===== src/rtl/data_mem_ctrl.sv =====
// data_mem_ctrl: multi-cycle data-memory stage with wait states.
// A load/store seen in IDLE is latched, the controller stalls the pipeline for
// LATENCY cycles, and the result (readdata/fault) is presented for one cycle in
// DONE with stall low so the CPU advances on that edge.
//
// Handshake: the CPU holds memread/memwrite (and addr/writedata) as a level
// request while o_stall is high. The access is complete on the cycle where the
// controller is in DONE (o_stall low). The request still visible in DONE belongs
// to the finished instruction and is not restarted; a new access can start on the
// following IDLE cycle.
module data_mem_ctrl #(
    parameter int DEPTH   = 128,  // number of 32-bit words, at least 2
    parameter int LATENCY = 2     // stall cycles per access, 1..15
) (
    input  logic        i_clk,
    input  logic        i_rst,
    input  logic [31:0] i_addr,
    input  logic [31:0] i_writedata,
    input  logic        i_memread,
    input  logic        i_memwrite,
    output logic [31:0] o_readdata,
    output logic        o_stall,
    output logic        o_fault,
    output logic [1:0]  o_state     // FSM state for observation: 0 IDLE, 1 WAIT, 2 DONE
);

    localparam int          IDX_W   = $clog2(DEPTH);
    localparam logic [29:0] DEPTH_W = 30'(DEPTH);
    localparam logic [3:0]  CNT_INI = 4'(LATENCY - 1);

    typedef enum logic [1:0] {
        S_IDLE = 2'd0,
        S_WAIT = 2'd1,
        S_DONE = 2'd2
    } state_t;

    typedef logic [31:0] mem_t [DEPTH];

    // Power-up contents: word i holds i. Reset never touches the array.
    function automatic mem_t mem_init();
        mem_t m;
        for (int i = 0; i < DEPTH; i++) begin
            m[i] = 32'(i);
        end
        return m;
    endfunction

    mem_t        r_mem = mem_init();

    state_t      r_state;
    logic [3:0]  r_cnt;
    logic [31:0] r_addr;
    logic [31:0] r_wdata;
    logic        r_is_write;
    logic [31:0] r_readdata;
    logic        r_fault;

    logic        w_req;
    logic        w_finish;
    logic        w_from_idle;
    logic [31:0] w_op_addr;
    logic [31:0] w_op_wdata;
    logic        w_op_write;
    logic        w_bad;
    logic [IDX_W-1:0] w_idx;

    // A request with both strobes set is a store.
    assign w_req = i_memread | i_memwrite;

    // With LATENCY=1 the access completes straight out of IDLE, so the live
    // inputs are the operands; otherwise the latched copies are used.
    assign w_from_idle = (LATENCY == 1) && (r_state == S_IDLE) && w_req;
    assign w_finish    = w_from_idle || ((r_state == S_WAIT) && (r_cnt == 4'd1));
    assign w_op_addr   = w_from_idle ? i_addr      : r_addr;
    assign w_op_wdata  = w_from_idle ? i_writedata : r_wdata;
    assign w_op_write  = w_from_idle ? i_memwrite  : r_is_write;

    // Misaligned or beyond the array: no wrap-around, the access just faults.
    assign w_bad = (w_op_addr[1:0] != 2'b00) || (w_op_addr[31:2] >= DEPTH_W);
    assign w_idx = w_op_addr[IDX_W+1:2];

    assign o_stall    = !i_rst && (((r_state == S_IDLE) && w_req) || (r_state == S_WAIT));
    assign o_readdata = r_readdata;
    assign o_fault    = r_fault;
    assign o_state    = r_state;

    // Access sequencer with registered result outputs (valid only in DONE).
    always_ff @(posedge i_clk) begin
        if (i_rst) begin
            r_state    <= S_IDLE;
            r_cnt      <= 4'd0;
            r_readdata <= 32'd0;
            r_fault    <= 1'b0;
        end else begin
            r_readdata <= 32'd0;
            r_fault    <= 1'b0;
            if (w_finish) begin
                r_fault <= w_bad;
                if (!w_op_write && !w_bad) begin
                    r_readdata <= r_mem[w_idx];
                end
            end
            case (r_state)
                S_IDLE: begin
                    if (w_req) begin
                        r_addr     <= i_addr;
                        r_wdata    <= i_writedata;
                        r_is_write <= i_memwrite;
                        r_cnt      <= CNT_INI;
                        r_state    <= (LATENCY > 1) ? S_WAIT : S_DONE;
                    end
                end
                S_WAIT: begin
                    r_cnt <= r_cnt - 4'd1;
                    if (r_cnt == 4'd1) begin
                        r_state <= S_DONE;
                    end
                end
                S_DONE: begin
                    r_state <= S_IDLE;
                end
                default: begin
                    r_state <= S_IDLE;
                end
            endcase
        end
    end

    // Store commit on the edge into DONE; a reset on that edge abandons it.
    always_ff @(posedge i_clk) begin
        if (!i_rst && w_finish && w_op_write && !w_bad) begin
            r_mem[w_idx] <= w_op_wdata;
        end
    end

endmodule


===== config.mk =====
export PLATFORM = sky130hd
export DESIGN_NAME = data_mem_ctrl
export DESIGN_NICKNAME = d
export VERILOG_FILES = /design/src/rtl/data_mem_ctrl.sv
export SDC_FILE = /design/constraint.sdc
export NUM_CORES = 2
export LEC_CHECK = 0
export CAP_MARGIN = 20
export CORE_ASPECT_RATIO = 0.7
export CORE_MARGIN = 2
export CORE_UTILIZATION = 35
export DETAILED_ROUTE_END_ITERATION = 10
export GPL_ROUTABILITY_DRIVEN = 1
export GPL_TIMING_DRIVEN = 0
export HOLD_SLACK_MARGIN = 0.02
export PLACE_DENSITY_LB_ADDON = 0.15
export REMOVE_ABC_BUFFERS = 1
export SETUP_SLACK_MARGIN = 0.3
export SYNTH_ARGS = -nofsm -noshare
export SYNTH_HDL_FRONTEND = slang
export SYNTH_SLANG_ARGS = --single-unit

===== constraint.sdc =====
create_clock -name i_clk -period 16.8 [get_ports i_clk]
set_input_delay 3.36 -clock i_clk [delete_from_list [all_inputs] [get_ports i_clk]]
set_output_delay 3.36 -clock i_clk [all_outputs]
set_load 0.02 [all_outputs]

==> results.rst <==
.. list-table::
   :header-rows: 1

   * - Metric
     - Value
   * - Area growth from synthesis to layout
     - 21.3%
   * - Maximum number of pins on one net before global-route repair
     - 52
   * - Routing usage on met1
     - 28.9%
   * - Cell type with the highest occurrence count on the critical path
     - sky130_fd_sc_hd__clkdlybuf4s50_1
   * - Fraction of post-synthesis cell area in the top cell type by area
     - 78.0%
   * - Worst min-delay path category
     - flop to flop
   * - Average footprint of a synthesized cell
     - 18.4 um^2
   * - Count of state elements after synthesis
     - 4200
   * - Power per standard cell area
     - 116 nW/um^2
   * - IR drop worst, VDD
     - 0.0811 mV
   * - Final estimated routing congestion in global placement
     - 0.794
   * - Postcts setup bufs
     - 0
   * - Share of the cycle needed by the critical path after routing
     - 49.8%
   * - CTS root buffer
     - sky130_fd_sc_hd__clkbuf_16
   * - Achievable frequency
     - 120 MHz
   * - Clock net sink count
     - 4200
   * - Worst-case clock skew
     - 0.0621 ns
   * - Signal arrival time at the worst endpoint
     - 5.00 ns
   * - Clock slew at reported path FFs
     - 0.06 ns
   * - Biggest area contributors in the synthesized netlist
     - sky130_fd_sc_hd__edfxtp_1 78%, sky130_fd_sc_hd__mux2i_1 13%, sky130_fd_sc_hd__o22ai_1 4.0%
   * - Highest cell delay on the worst timing path
     - 0.62 ns
   * - Final count of negative-setup-slack endpoints
     - 0
   * - Tot GR Track Use
     - 19.6%
   * - Routed length per instance
     - 29.9 um
   * - Post-layout util
     - 42.7%
   * - Count of placed standard cells in the final layout, fillers left out
     - 15700
   * - Number of antenna violations at the first check in global routing
     - 31
   * - Total vias in the final route
     - 84300
   * - Number of slew-limit violations in the final report
     - 0
   * - Critical path launch point type
     - input port
   * - Number of flops mapped to enable cells by yosys
     - 4161
   * - Worst setup path category
     - input port to output pin
   * - Fraction of registers with async set/reset
     - 0%
   * - Cell accounting for the most synthesized area
     - sky130_fd_sc_hd__edfxtp_1
   * - Dpl hpwl
     - 307 mm
   * - Overall routed net length
     - 469 mm
   * - Run status
     - finished, final reports clean
   * - Count of unresolved DRC violations after routing
     - 0
   * - Max-cap violations
     - 0
   * - Final hold viol count
     - 0
   * - Die Span X
     - 813 um
   * - Kind of cell adding the most delay to the critical path
     - buffers and inverters
   * - Endpoint type of the worst setup path
     - output pin
   * - Required @ worst endpoint
     - 13.44 ns
   * - Via-per-instance ratio
     - 5.37
   * - # resized after CTS
     - 0
   * - Fraction of final layout cells with drive strength greater than 1
     - 13.5%
   * - Detailed-routing iteration count for the pre-antenna-repair pass
     - 6
   * - Mapped cell area
     - 160000 um^2
   * - Leakage power summed over all cells
     - 65.1 nW
   * - Buffering stage count on the worst path with inverters included
     - 2
   * - Later-pin clock latency in the skew report
     - 1.01 ns
   * - Post-route worst hold slack
     - 0.504 ns
   * - Proportion of synthesized chip area in sequential cells
     - 78.5%
   * - GRT busiest layer
     - met2
   * - Maximum count of clock buffers along a single path
     - 4
   * - Die ar.
     - 463000 um^2
   * - IO Pins
     - 104
   * - Rows
     - 207
   * - Met3 track demand over resource in global routing
     - 3.60%
   * - RSZ-0062 raised after global routing
     - no
   * - Hold bufs inserted after CTS
     - 0
   * - Height of the chip
     - 570 um
   * - Post-route minimum period
     - 8.36 ns
   * - Number of warning messages in the yosys log
     - 0
   * - Post-layout nets
     - 9340
   * - Number of port buffers
     - 103
   * - Primary FF master, synth
     - sky130_fd_sc_hd__edfxtp_1
   * - Violation count after the first detailed-route iteration
     - 8752
   * - Grt ovf
     - 0
   * - Maximum level of the CTS H-tree
     - 5
   * - Critical-path cell list
     - clkdlybuf4s50_1 > nor3_1 > or2_2 > nor2_1 > clkdlybuf4s50_1
   * - Total CTS buffers
     - 411
   * - Syn Inst Count
     - 8700
   * - Number of nets still failing antenna checks after routing
     - 0
   * - Relative slew margins
     - 10.7%
   * - Synth unique cells
     - 32
   * - Std-Cell Core Area
     - 455000 um^2
   * - Global-route wire length before repair
     - 645 mm
   * - Setup total negative slack
     - 0 ns
   * - Initial Utilization
     - 35.2%
   * - Worst Max-Slew Pin Slew
     - 1.32 ns
   * - Max stage delay cell, worst path
     - sky130_fd_sc_hd__clkdlybuf4s50_1
   * - Cells after DPL
     - 14900
   * - Largest fanout of any net on the critical path
     - 5
   * - Number of global-route vias before repair
     - 81200
   * - M2 GR Usage
     - 29.8%
   * - CTS tree
     - done
## metrics by stage
stage / total power, mW / setup slack, ns / cell area, um^2
2_1_floorplan: 16.0 / -50.25 / 158000
3_3_place_gp: 18.0 / -79.10 / 166000
3_5_place_dp: 13.9 / 8.43 / 181000
4_1_cts: 22.8 / 8.43 / 194000
5_1_grt: 23.3 / 8.37 / 194000
6_report: 22.6 / 8.44 / 194000
## synthesized netlist by cell type (3+ instances only)
master	instances
sky130_fd_sc_hd__nor3_1	4
sky130_fd_sc_hd__buf_6	9
sky130_fd_sc_hd__nor2_1	142
sky130_fd_sc_hd__o41a_1	32
sky130_fd_sc_hd__nor2b_1	7
sky130_fd_sc_hd__buf_2	337
sky130_fd_sc_hd__buf_1	22
sky130_fd_sc_hd__a21oi_1	3
sky130_fd_sc_hd__buf_4	8
sky130_fd_sc_hd__nand2_1	23
sky130_fd_sc_hd__mux2i_1	2048
sky130_fd_sc_hd__nand2b_1	6
sky130_fd_sc_hd__inv_1	3
sky130_fd_sc_hd__nand3_1	5
sky130_fd_sc_hd__o21ai_0	511
sky130_fd_sc_hd__edfxtp_1	4161
sky130_fd_sc_hd__o22ai_1	1024
sky130_fd_sc_hd__dfxtp_1	39
sky130_fd_sc_hd__or2_2	4
sky130_fd_sc_hd__nor4_1	6
sky130_fd_sc_hd__a41oi_1	128
sky130_fd_sc_hd__clkbuf_1	163
## state kept, by name, indices dropped and copies added, names as in the netlist
| register | count |
|---|---|
| r_mem | 4096 |
| o_readdata | 32 |
| r_addr | 32 |
| r_wdata | 32 |
| r_cnt | 4 |
| o_state | 2 |
| o_fault | 1 |
| r_is_write | 1 |
## cell families (layout without fill, tap and decap cells)
group / after synthesis / count (layout) / synth area share, %
fa+ha+maj: 2 / 2 / 0.0156
other cells: 0 / 17 / 0
xor+xnor: 1 / 1 / 0.00547
mux: 2048 / 2048 / 12.8
buf+inv: 542 / 1441 / 1.59
simple gates: 206 / 206 / 0.559
compound gates: 1701 / 1701 / 6.54
flops: 4200 / 4200 / 78.5
## layout make-up
| type | instances | area (um^2) |
|---|---|---|
| tap | 6061 | 7580 |
| sequential | 4200 | 126000 |
| multi-input combinational | 3958 | 33100 |
| clock inverter | 226 | 1950 |
| timing repair buffer | 696 | 15100 |
| inverter | 3 | 11.3 |
| antenna | 17 | 42.5 |
| fill | 39100 | 261000 |
| clock buffer | 516 | 10800 |
## report_power, final
group	total [mW]	switching, mW	internal (mW)
logic	2.01	1.21	0.805
clock network	8.92	3.92	5.00
registers	11.7	0.0447	11.6
## per-layer routing
layer  vias to the layer above  wire (um)
met1                     44400     216000
met4                         0      13800
met5                         -          0
met2                      2452     208000
li1                      36800          -
met3                       612      30900
## worst paths after layout
| check | startpoint | endpoint | slack, ns | cells past startpoint |
|---|---|---|---|---|
| worst max register to register | r_addr[2] | o_readdata[14] | 10.26 | 24 |
| worst max-delay path | i_memwrite | o_stall | 8.44 | 5 |
| worst min register to register | r_cnt[3] | r_cnt[3] | 0.50 | 2 |
| worst min-delay path | r_cnt[3] | r_cnt[3] | 0.50 | 2 |
## placed cells by master, fill, tap and decap left out, types with 9 or more instances in the layout
| cell | instances |
|---|---|
| sky130_fd_sc_hd__clkbuf_1 | 100 |
| sky130_fd_sc_hd__buf_8 | 12 |
| sky130_fd_sc_hd__nor2_4 | 129 |
| sky130_fd_sc_hd__clkinv_1 | 99 |
| sky130_fd_sc_hd__diode_2 | 17 |
| sky130_fd_sc_hd__a41oi_2 | 10 |
| sky130_fd_sc_hd__nor2_1 | 13 |
| sky130_fd_sc_hd__bufinv_16 | 31 |
| sky130_fd_sc_hd__mux2i_1 | 2048 |
| sky130_fd_sc_hd__o22ai_1 | 1024 |
| sky130_fd_sc_hd__buf_6 | 12 |
| sky130_fd_sc_hd__dfxtp_1 | 39 |
| sky130_fd_sc_hd__buf_12 | 137 |
| sky130_fd_sc_hd__clkbuf_16 | 416 |
| sky130_fd_sc_hd__buf_4 | 38 |
| sky130_fd_sc_hd__o21ai_0 | 507 |
| sky130_fd_sc_hd__clkdlybuf4s50_1 | 103 |
| sky130_fd_sc_hd__nand2_1 | 13 |
| sky130_fd_sc_hd__nand2_4 | 9 |
| sky130_fd_sc_hd__clkinvlp_4 | 11 |
| sky130_fd_sc_hd__o41a_1 | 32 |
| sky130_fd_sc_hd__inv_6 | 11 |
| sky130_fd_sc_hd__a41oi_1 | 118 |
| sky130_fd_sc_hd__buf_16 | 390 |
| sky130_fd_sc_hd__edfxtp_1 | 4161 |
| sky130_fd_sc_hd__clkinv_2 | 64 |
## worst register-to-register path, cell delays in order, from the launching register on
cell	delay [ns]
sky130_fd_sc_hd__edfxtp_1	0.94
sky130_fd_sc_hd__buf_16	0.26
sky130_fd_sc_hd__buf_16	0.20
sky130_fd_sc_hd__buf_16	0.20
sky130_fd_sc_hd__buf_16	0.18
sky130_fd_sc_hd__buf_16	0.17
sky130_fd_sc_hd__buf_16	0.19
sky130_fd_sc_hd__buf_16	0.19
sky130_fd_sc_hd__buf_16	0.20
sky130_fd_sc_hd__buf_16	0.17
sky130_fd_sc_hd__buf_16	0.19
sky130_fd_sc_hd__buf_16	0.18
sky130_fd_sc_hd__buf_16	0.19
sky130_fd_sc_hd__buf_8	0.20
sky130_fd_sc_hd__buf_16	0.19
sky130_fd_sc_hd__buf_16	0.18
sky130_fd_sc_hd__buf_16	0.18
sky130_fd_sc_hd__buf_16	0.19
sky130_fd_sc_hd__buf_16	0.19
sky130_fd_sc_hd__mux2i_1	0.21
sky130_fd_sc_hd__o22ai_1	0.09
sky130_fd_sc_hd__o21ai_0	0.50
sky130_fd_sc_hd__a41oi_1	0.33
sky130_fd_sc_hd__buf_4	0.28
sky130_fd_sc_hd__o41a_1	0.55
Power figures use the tool's default switching activity.
